$ cat src/rtl/adc_sample_sequencer.sv
// adc_sample_sequencer: settle/acquire/output sequencer for the delta-ADC loop.
// Define ADC_SEQ_RANGE_FLAG_EN to add the range_flag output.
module adc_sample_sequencer #(
  parameter int W        = 16,
  parameter int DIV_W    = 16,
  parameter int SETTLE_W = 8,
  parameter int LOG2_AVG = 3
) (
  input  logic                clk,
  input  logic                reset_n,
  input  logic                start,
  input  logic                abort,
  input  logic                continuous,
  input  logic [DIV_W-1:0]    clk_div,
  input  logic [SETTLE_W-1:0] settle_cnt,
  output logic                sampling_strb,
  input  logic                fsm_enable,
  input  logic [W-1:0]        fsm_next_value,
  output logic [W-1:0]        ADC_value,
  output logic [W-1:0]        result_data,
  output logic                result_valid,
  input  logic                result_ready,
`ifdef ADC_SEQ_RANGE_FLAG_EN
  output logic                range_flag,
`endif
  output logic                busy
);

  localparam int AW = W + LOG2_AVG;
  localparam logic [LOG2_AVG:0] LAST =
    (LOG2_AVG+1)'((1 << LOG2_AVG) - 1);

  typedef enum logic [1:0] {
    IDLE,
    SETTLE,
    ACQUIRE,
    OUTPUT
  } state_t;

  state_t state;
  state_t state_nx;

  logic [DIV_W-1:0]    div_cnt;
  logic [DIV_W-1:0]    clk_div_lat;
  logic [SETTLE_W-1:0] settle_lat;
  logic [SETTLE_W-1:0] settle_num;
  logic [LOG2_AVG:0]   smp_num;
  logic [AW-1:0]       acc;
  logic [AW-1:0]       sum;

  logic go;
  logic kill;
  logic hs;
  logic settled;
  logic take;
  logic last_smp;
  logic div_hit;
  logic acq_entry;

  always_comb begin
    go       = (state == IDLE) && start && !abort;
    kill     = (state != IDLE) && abort;
    hs       = (state == OUTPUT) && result_ready;
    settled  = (state == SETTLE) && (settle_num == settle_lat);
    take     = (state == ACQUIRE) && fsm_enable;
    last_smp = take && (smp_num == LAST);
    div_hit  = (div_cnt == clk_div_lat);
    sum      = acc + AW'(fsm_next_value);
  end

  always_comb begin
    state_nx = state;
    if (kill) begin
      state_nx = IDLE;
    end else begin
      unique case (state)
        IDLE:    if (go)       state_nx = SETTLE;
        SETTLE:  if (settled)  state_nx = ACQUIRE;
        ACQUIRE: if (last_smp) state_nx = OUTPUT;
        OUTPUT:  if (hs)       state_nx = continuous ? ACQUIRE : IDLE;
        default: state_nx = IDLE;
      endcase
    end
  end

  assign acq_entry = (state_nx == ACQUIRE) && (state != ACQUIRE);
  assign busy      = (state != IDLE);

  always_ff @(posedge clk or negedge reset_n) begin
    if (!reset_n) state <= IDLE;
    else          state <= state_nx;
  end

  always_ff @(posedge clk or negedge reset_n) begin
    if (!reset_n) begin
      clk_div_lat <= '0;
      settle_lat  <= '0;
    end else if (go) begin
      clk_div_lat <= clk_div;
      settle_lat  <= settle_cnt;
    end
  end

  // Strobe is registered and gated by the next state so that it never
  // fires in the cycle after the sequence returns to IDLE.
  always_ff @(posedge clk or negedge reset_n) begin
    if (!reset_n) begin
      div_cnt       <= '0;
      sampling_strb <= 1'b0;
    end else begin
      sampling_strb <= busy && (state_nx != IDLE) && div_hit;
      if (!busy || (state_nx == IDLE)) div_cnt <= '0;
      else if (div_hit)                div_cnt <= '0;
      else                             div_cnt <= div_cnt + 1'b1;
    end
  end

  always_ff @(posedge clk or negedge reset_n) begin
    if (!reset_n)        ADC_value <= '0;
    else if (fsm_enable) ADC_value <= fsm_next_value;
  end

  always_ff @(posedge clk or negedge reset_n) begin
    if (!reset_n) begin
      settle_num <= '0;
    end else if (go) begin
      settle_num <= '0;
    end else if ((state == SETTLE) && fsm_enable && !settled) begin
      settle_num <= settle_num + 1'b1;
    end
  end

  always_ff @(posedge clk or negedge reset_n) begin
    if (!reset_n) begin
      smp_num <= '0;
    end else if (acq_entry || kill) begin
      smp_num <= '0;
    end else if (take) begin
      smp_num <= last_smp ? '0 : smp_num + 1'b1;
    end
  end

  // The final sample goes straight into the result, so acc is
  // already empty while the result waits in OUTPUT.
  always_ff @(posedge clk or negedge reset_n) begin
    if (!reset_n) begin
      acc <= '0;
    end else if (go || kill || hs || last_smp) begin
      acc <= '0;
    end else if (take) begin
      acc <= sum;
    end
  end

  always_ff @(posedge clk or negedge reset_n) begin
    if (!reset_n) begin
      result_data  <= '0;
      result_valid <= 1'b0;
    end else if (kill || hs) begin
      result_valid <= 1'b0;
    end else if (last_smp) begin
      result_data  <= sum[AW-1:LOG2_AVG];
      result_valid <= 1'b1;
    end
  end

`ifdef ADC_SEQ_RANGE_FLAG_EN
  logic rail;
  assign rail = (fsm_next_value == '0) || (&fsm_next_value);

  always_ff @(posedge clk or negedge reset_n) begin
    if (!reset_n) begin
      range_flag <= 1'b0;
    end else if (acq_entry) begin
      range_flag <= 1'b0;
    end else if (take && !kill && rail) begin
      range_flag <= 1'b1;
    end
  end
`endif

endmodule

$ cat config.mk
export PLATFORM = sky130hd
export DESIGN_NAME = adc_sample_sequencer
export DESIGN_NICKNAME = d
export VERILOG_FILES = /design/src/rtl/adc_sample_sequencer.sv
export SDC_FILE = /design/constraint.sdc
export NUM_CORES = 1
export LEC_CHECK = 0
export BUFFER_PORTS_ARGS = -buffer_cell sky130_fd_sc_hd__buf_2
export CAP_MARGIN = 10
export CORE_ASPECT_RATIO = 1.25
export CORE_MARGIN = 4
export CORE_UTILIZATION = 25
export DETAILED_ROUTE_END_ITERATION = 6
export PLACE_DENSITY = 0.38
export SLEW_MARGIN = 20
export SYNTH_ARGS = -nofsm -noshare
export SYNTH_HDL_FRONTEND = slang
export SYNTH_SLANG_ARGS = --single-unit
$ cat constraint.sdc
create_clock -name clk -period 5.59 [get_ports clk]
set_input_delay 0.559 -clock clk [delete_from_list [all_inputs] [get_ports clk]]
set_output_delay 0.559 -clock clk [all_outputs]
set_load 0.01 [all_outputs]
==> reports/metrics.cfg <==
[logic_synthesis]
syn_inst=603
synth_edf_count=0
synth_cell_types=61
yosysMostFrequentCell=nand2_1
yosysWarnings=0
synth_area_leaders=dfrtp_1, nand2_1, xnor2_1
syn_area_mm2=0.005722
async_flop_share_pct=100.0
synth_nets=670
ys_seq_area_share_pct=46.80
yosys_most_used_dff=dfrtp_1
yosysTopAreaCellShare_pct=46.80
syn_avg_cell_area_um2=9.489
yosys.area.top_type=dfrtp_1
synth-seq-cells=107
ys_top_cells_by_count=nand2_1, dfrtp_1, nor2_1, a21oi_1, xnor2_1

[floorplan]
core_area_mm2=0.02236
start_util_pct=25.59
die_area_mm2=0.02539
die_w_um=143.3
die_h_um=177.1
io_pins=82
rows=61

[timing]
clock_skew_ns=0.008230
fin_crit_ns=2.606
max_freq_mhz=383.7
tightest_slew_ns=0.9738
setup_viol=0
post-route-period-util_pct=46.62
slew_viol_final=0
rsz0062_at_grt=no
hold_viol_final=0
finalSetupTns_ns=0
relSlewSlack_pct=34.54

[routing]
vias=4467
wirelength_um=14810
detail-route-antenna-nets=0
via_per_inst=4.643
drc_errors=0
avgRoutedWirePerCell_um=15.39
dr.pass1.iters=4
drt_iter0_markers=180

[cts]
postCtsSetupRepairBufs=0
clkTransAtPathRegs_ns=0.07
clock-sinks=107
htreeDepth=3
clk_latency_ns=0.35
cts_buffers=9
ctsResizeCount=0
cts_tree=yes
cts_hold_buf=0
cts-root-buf=clkbuf_16
cts.path.max_buffers=2

[grt]
grt_busiest_layer=met2
grt.met2_usage_pct=21.39
gr-usage-met1_pct=14.91
gr-usage-met3_pct=1.919
antenna_found_initial=0
grt_max_degree=55
grt_pass1_vias=4708
grt_pass1_wl_um=24500
grt_overflow=0
grt_use_total_pct=12.19

[worst_setup_path]
cpLargestDelayFamily=simple AND/OR/NAND/NOR gates
critPathRequiredTime_ns=5.82
crit_chain=buf_2 > nand3b_4 > nor3_4 > nor2_1 > nand2_2 > nor3_1 > or3_1
critical_path.max_fanout=33
cp-end-kind=flip-flop
path_buf_inv=1
slowest_stage=nand3b_4
critical_path_class=input port to flip-flop
r2r_slack_ns=3.02
slowest_delay_ns=0.43
crit_arrival_ns=2.83
crit_path_start_kind=input port

[final_layout]
nFillCells=2383
final-seq-area_mm2=0.002678
final_util_pct=29.75
fin_nets=741
final_layout_size_suffix_gt1_share_pct=19.00
multi_input_area_mm2=0.002850
syn_to_final_growth_pct=16.29
antennaDiodeCount=0
final_cell_area_mm2=0.006654
final_cells=962

[power]
power.total_mw=1.987
p_per_area_mw_per_mm2=298.6
peakVddDrop_v=0.0001506
power.leakage_nw=3.117

[place]
gp_congestion=0.7713
placed_cells=946
numPortBuffers=81
dpl.hpwl_um=10770
placed_cell_area_mm2=0.006365

[hold_path]
hold_path_class=input port to asynchronous set/reset pin

[run_status]
status=finished clean

[flow_run]
drv_cap=0

[through the flow]
stage	hold slack, ns	setup WS, ns
floorplan	0.2634	3.266
global placement	0.4684	2.638
detailed placement	0.4704	2.555
CTS	0.2852	2.910
global route	0.3166	2.742
finish	0.2561	2.984
[cell families after synthesis]
logic type / count (synthesis) / share of synthesized area [%]
xor+xnor: 56 / 8.572
fa+ha+maj: 20 / 4.505
buf+inv: 37 / 3.542
flops: 107 / 46.80
mux: 16 / 3.149
simple gates: 263 / 21.71
compound gates: 104 / 11.72
[flip-flops by register name, indices dropped and copies added (netlist names)]
register and cells:
result_data 16, sampling_strb 1, result_valid 1, smp_num 4, acc 19, state 2
div_cnt 16, settle_lat 8, ADC_value 16, settle_num 8, clk_div_lat 16
[per-layer routing]
metal  vias up  part of all wire [%]
li1       2218                     -
met1      2129                    43
met2        98                    50
met3        22                   3.7
met4         0                   2.6
met5         -                     0
[power by group]
| part | internal, mW | switching (mW) |
|---|---|---|
| Combinational | 0.167 | 0.254 |
| Sequential | 0.853 | 0.0643 |
| Clock | 0.361 | 0.288 |
| Total | 1.38 | 0.606 |
[area by class of cell]
type / count / area share (%)
Clock buffer: 14 / 3.817
Tap cell: 283 / 5.322
Sequential cell: 107 / 40.24
Inverter: 12 / 0.6769
Clock inverter: 2 / 0.5265
Timing Repair Buffer: 85 / 6.581
Multi-Input combinational cell: 459 / 42.84
[path summary, 6_finish.rpt]
kind / start / endpoint / cells past startpoint
worst max-delay path: fsm_enable / acc[15]$_DFFE_PN0P_ / 7
worst min-delay path: reset_n / settle_lat[5]$_DFFE_PN0N_ / 1
worst max register to register: state[1]$_DFF_PN0_ / acc[15]$_DFFE_PN0P_ / 6
worst min register to register: result_data[6]$_DFFE_PN0P_ / result_data[6]$_DFFE_PN0P_ / 2
max in group asynchronous: reset_n / result_data[14]$_DFFE_PN0P_ / 2
min in group clk: settle_cnt[3] / settle_lat[3]$_DFFE_PN0N_ / 3
[cells in the final DEF (no fill, tap or decap), types with 5 or more instances in the layout]
cell type,synthesis,routed
a21o_1,5,5
a21oi_1,32,32
a31oi_1,5,5
and3_1,5,5
buf_2,5,80
buf_4,2,5
clkbuf_16,0,9
dfrtp_1,107,107
ha_1,19,19
inv_1,12,12
mux2_2,16,16
nand2_1,135,135
nand2b_1,7,7
nand3_1,22,22
nand4_1,8,8
nor2_1,41,41
nor3_1,11,11
o21ai_0,22,22
o21ai_1,6,6
or3_1,7,7
xnor2_1,31,31
xor2_1,25,25
Note: power is estimated with default switching activity, not from simulation.
